`src/rtl/operand_fetch.sv`:
```
// Operand fetch stage: register file with write-back plus a one-entry valid/ready output stage.
// Define OPERAND_FETCH_BYPASS_EN to forward same-cycle write-back data into accepted operands.
module operand_fetch #(
    parameter int DATA_WIDTH = 32,
    parameter int ADDR_WIDTH = 5
) (
    input  logic                  clk,
    input  logic                  rst_n,
    input  logic                  in_valid,
    output logic                  in_ready,
    input  logic [ADDR_WIDTH-1:0] rs1,
    input  logic [ADDR_WIDTH-1:0] rs2,
    input  logic [DATA_WIDTH-1:0] imm,
    input  logic                  ALUsrc,
    input  logic                  ALUctrl_in,
    input  logic                  flush,
    input  logic                  we,
    input  logic [ADDR_WIDTH-1:0] wad,
    input  logic [DATA_WIDTH-1:0] wd,
    output logic                  out_valid,
    input  logic                  out_ready,
    output logic [DATA_WIDTH-1:0] ALUop1,
    output logic [DATA_WIDTH-1:0] ALUop2,
    output logic                  ALUctrl,
    output logic [DATA_WIDTH-1:0] a0
);

    localparam int NREGS  = 1 << ADDR_WIDTH;
    localparam int A0_IDX = 10;

    typedef enum logic {
        EMPTY = 1'b0,
        FULL  = 1'b1
    } state_t;

    logic [DATA_WIDTH-1:0] rf_q [NREGS];

    // Register 0 is a constant; every other entry clears asynchronously so a0 drops during reset.
    generate
        for (genvar gi = 0; gi < NREGS; gi++) begin : g_rf
            if (gi == 0) begin : g_zero
                assign rf_q[gi] = '0;
            end else begin : g_reg
                always_ff @(posedge clk or negedge rst_n) begin
                    if (!rst_n) begin
                        rf_q[gi] <= '0;
                    end else if (we && (wad == ADDR_WIDTH'(gi))) begin
                        rf_q[gi] <= wd;
                    end
                end
            end
        end
    endgenerate

    assign a0 = rf_q[A0_IDX];

    logic [DATA_WIDTH-1:0] rs1_val;
    logic [DATA_WIDTH-1:0] rs2_val;

`ifdef OPERAND_FETCH_BYPASS_EN
    logic wr_live;
    assign wr_live = we && (wad != '0);
    assign rs1_val = (wr_live && (wad == rs1)) ? wd : rf_q[rs1];
    assign rs2_val = (wr_live && (wad == rs2)) ? wd : rf_q[rs2];
`else
    assign rs1_val = rf_q[rs1];
    assign rs2_val = rf_q[rs2];
`endif

    state_t state_q;
    state_t state_d;
    logic   accept;

    // A flushed cycle never accepts, so neither the state nor the data registers load.
    assign accept = in_valid && in_ready && !flush;

    always_ff @(posedge clk or negedge rst_n) begin
        if (!rst_n) begin
            state_q <= EMPTY;
        end else begin
            state_q <= state_d;
        end
    end

    always_comb begin
        state_d = state_q;
        case (state_q)
            EMPTY:   if (accept) state_d = FULL;
            FULL:    if (out_ready && !accept) state_d = EMPTY;
            default: state_d = EMPTY;
        endcase
        if (flush) begin
            state_d = EMPTY;
        end
    end

    always_comb begin
        out_valid = (state_q == FULL);
        in_ready  = !out_valid || out_ready;
    end

    logic [DATA_WIDTH-1:0] op1_q;
    logic [DATA_WIDTH-1:0] op1_d;
    logic [DATA_WIDTH-1:0] op2_q;
    logic [DATA_WIDTH-1:0] op2_d;
    logic                  ctrl_q;
    logic                  ctrl_d;

    always_comb begin
        op1_d  = op1_q;
        op2_d  = op2_q;
        ctrl_d = ctrl_q;
        if (accept) begin
            op1_d  = rs1_val;
            op2_d  = ALUsrc ? imm : rs2_val;
            ctrl_d = ALUctrl_in;
        end
    end

    always_ff @(posedge clk or negedge rst_n) begin
        if (!rst_n) begin
            op1_q  <= '0;
            op2_q  <= '0;
            ctrl_q <= 1'b0;
        end else begin
            op1_q  <= op1_d;
            op2_q  <= op2_d;
            ctrl_q <= ctrl_d;
        end
    end

    assign ALUop1  = op1_q;
    assign ALUop2  = op2_q;
    assign ALUctrl = ctrl_q;

endmodule

```
`config.mk`:
```
export PLATFORM = sky130hd
export DESIGN_NAME = operand_fetch
export DESIGN_NICKNAME = d
export VERILOG_FILES = /design/src/rtl/operand_fetch.sv
export SDC_FILE = /design/constraint.sdc
export NUM_CORES = 2
export LEC_CHECK = 0
export CAP_MARGIN = 20
export CORE_ASPECT_RATIO = 1.2
export CORE_UTILIZATION = 55
export DETAILED_ROUTE_END_ITERATION = 10
export GPL_TIMING_DRIVEN = 0
export MAX_ROUTING_LAYER = met4
export PLACE_DENSITY = 0.73
export SLEW_MARGIN = 20
export SYNTH_ARGS = -nofsm -noshare
export SYNTH_HDL_FRONTEND = slang
export SYNTH_SLANG_ARGS = --single-unit
```
`constraint.sdc`:
```
create_clock -name clk -period 1.85 [get_ports clk]
set_input_delay 0.2775 -clock clk [delete_from_list [all_inputs] [get_ports clk]]
set_output_delay 0.2775 -clock clk [all_outputs]
set_load 0.1 [all_outputs]
```
==> flow_summary.toml <==
[synth]
synthFlopType = "dfrtp_1"
synth_top_cell_by_area = "dfrtp_1"
post_synth_and_or_nand_nor_area_fraction_pct = 2.498
synth_area_leaders = "dfrtp_1, mux2_2, mux4_2"
netlist_top_cells_count = "mux2_2, dfrtp_1, mux4_2"
yosysSeqAreaShare_pct = 47.08
synthCells = 3972
synth.mux.area_fraction_pct = 41.17
synth_compound_area_share_pct = 5.139
yosys_warnings = 0
synthAdderAreaFrac_pct = 0
synthesis.area_um2 = 56240
synth_xor_area_share_pct = 0
synth.net_count = 4059
avgSynthCellArea_um2 = 14.16
synth_top_area_share_pct = 47.08
synth_most_common_cell = "mux2_2"
postSynth.asyncResetShare_pct = 100.0
synth_edf_count = 0
ys_seq_elements = 1058
synth_top_family_by_area = "multiplexers"
yosysUniqueCellTypes = 44

[timing]
rsz0062_at_grt = "true"
setup_viol_count_final = 249
fin_ws_ns = -0.2026
slew_violations = 0
hold_viol_final = 123
max_slew_margin_pct = 26.51
hold_ws_ns = -0.5117
finalCriticalPeriod_ns = 2.053
fmax_mhz = 487.2
finalCritPeriodShare_pct = 111.0
clock_skew_ns = 0.03082
worst_pin_slew_ns = 1.102

[route]
drt-initial-drc-count = 5578
route.vias.total = 41310
postRouteAntennaNets = 0
vias_per_cell = 7.160
drc = 0
wl_per_cell_um = 39.07
totalWireLength_um = 225400
dr.pass1.iters = 8

[grt]
grt_max_degree = 153
grt-ovfl-total = 0
grt_pass1_vias = 41130
track_usage_pct = 45.05
grt_pass1_wl_um = 312100
antenna_found_initial = 18

[placement]
dp_hpwl_um = 155000
gp_congestion = 1.051
io_buffer_count = 176
placed_area_um2 = 60100
dp_slack_ns = -1.866

[die]
dieArea_um2 = 103500
core_um2 = 101400
start_util_pct = 55.47
io_pins = 186
num_rows = 128
die_h_um = 352.3
dieWidth_um = 293.9

[worst_setup_path]
rrSetupSlack_ns = -0.08
critPathKind = "in -> reg"
cp-start-kind = "input port"
required_ns = 2.46
worstPathMaxFanout = 10
arrival_ns = 2.66
end_kind = "flop"

[run_status]
violations = "hold timing, setup timing"
status = "complete, but fails checks"

[worst_hold_path]
hp-class = "in -> async"

[clocking]
cts_tree = "built"
clk_pin_slew_ns = 0.06
htreeDepth = 3
clk_latency_ns = 0.74
clockBufferDepth = 3
cts_hold_buf = 6
cts-root-buf = "clkbuf_16"
clkSinkCount = 1058
cts_made_buffers = 108

[cells_and_area]
nets = 4386
layout-drive-gt1-share_pct = 51.49
utilization_pct = 64.51
final_area_um2 = 65400
fill_cells = 7515
syn_to_final_growth_pct = 16.29

[pwr]
vdd.ir_drop.worst_mv = 0.7456
power_density_nw_per_um2 = 1130
power.leakage_nw = 28.72

[run]
max_cap_viol_count = 0
[final cells by class]
type	instances	area, µm²	area share, %
Inverter	20	78.83	0.1205
Sequential cell	1058	26490	40.51
Buffer	442	3164	4.838
Clock inverter	45	608.1	0.9298
Multi-Input combinational cell	2446	28060	42.90
Antenna cell	17	42.54	0.06505
Tap cell	1365	1708	2.611
Timing Repair Buffer	223	2135	3.264
Clock buffer	153	3112	4.758
[cells in the final DEF (no fill, tap or decap), drive strengths merged, types with 3 or more instances in the layout]
master | netlist | final
inv | 20 | 24
diode | 0 | 17
a32oi | 14 | 14
o21ai | 38 | 38
or3 | 4 | 4
dfrtp | 1058 | 1058
a31oi | 3 | 3
a211oi | 19 | 19
nand4 | 15 | 15
nor3 | 6 | 6
nand3 | 21 | 21
buf | 263 | 386
clkbuf | 185 | 352
nor2b | 11 | 11
mux2i | 201 | 201
clkdlybuf4s15 | 0 | 3
a2111oi | 30 | 30
o22ai | 50 | 50
clkdlybuf4s50 | 0 | 73
nor2 | 82 | 82
a22oi | 122 | 122
nand4b | 3 | 3
and2 | 5 | 5
nor3b | 7 | 7
o211ai | 15 | 15
bufinv | 0 | 14
a21oi | 91 | 91
nand2b | 19 | 19
nand2 | 134 | 134
dlygate4sd3 | 0 | 3
mux2 | 1149 | 1149
a2bb2oi | 18 | 18
clkinv | 0 | 25
mux4 | 364 | 364
a221o | 18 | 18
[kinds of logic (layout without fill, tap and decap cells)]
logic type / after synthesis / in the layout
compound gates: 420 / 420
mux: 1714 / 1714
buf+inv: 468 / 883
flops: 1058 / 1058
other cells: 0 / 17
simple gates: 312 / 312
[layer usage]
| layer | track usage (%) | up-vias | share of wire, % |
|---|---|---|---|
| li1 | - | 15750 | - |
| met1 | 53.44 | 21520 | 35 |
| met2 | 63.59 | 3044 | 44 |
| met3 | 14.65 | 995 | 12 |
| met4 | 34.21 | 0 | 9.0 |
| met5 | - | - | 0 |
[worst max-delay path, stage by stage]
cell and delay [ns]:
clkdlybuf4s50_1 0.62, nand2_2 0.25, nor2_2 0.59, buf_2 0.51, mux2_2 0.39
[through the flow]
stage               hold WS (ns)  power, mW  setup TNS, ns  cells
CTS                      -0.5145      73.04         -1.333   5742
detailed placement        0.2481      49.62       -1165.48   5525
global route             -0.4813      75.73         -13.28   5765
floorplan               -0.01809      43.56         -13.24   3972
global placement          0.4613      48.86              -   5513
finish                   -0.5117      73.87         -12.18   5769
[final timing paths]
check	startpoint	endpoint	cells past startpoint
setup / recovery	wad[0]	rf_q[145]$_DFFE_PN0P_	5
hold / removal	rst_n	rf_q[93]$_DFFE_PN0P_	1
setup reg to reg	rf_q[769]$_DFFE_PN0P_	ALUop1[1]$_DFFE_PN0P_	5
hold reg to reg	ALUctrl$_DFFE_PN0P_	ALUctrl$_DFFE_PN0P_	2
max in group asynchronous	rst_n	rf_q[69]$_DFFE_PN0P_	3
min in group clk	wad[2]	rf_q[671]$_DFFE_PN0P_	3
[timing repair]
item,4_1_cts,5_1_grt
buffers inserted,16,12
pin swaps,10,14
cloned,0,1
gates resized for setup,1010,118
hold endpoints to repair,87,84
setup endpoints to repair,1069,800
[where the power goes]
| group | internal, mW | leakage (nW) | switching (mW) | total (mW) |
|---|---|---|---|---|
| combinational | 8.90 | 13.4 | 10.1 | 19.0 |
| sequential | 27.7 | 13.5 | 3.63 | 31.3 |
| clock | 13.6 | 1.85 | 9.97 | 23.6 |
[sequential cells by signal (all words and copies together), names as in the netlist]
signal and count:
ALUctrl 1, ALUop1 32, ALUop2 32, a0 32, out_valid 1, rf_q 960
(Power assumes the default switching activity.)
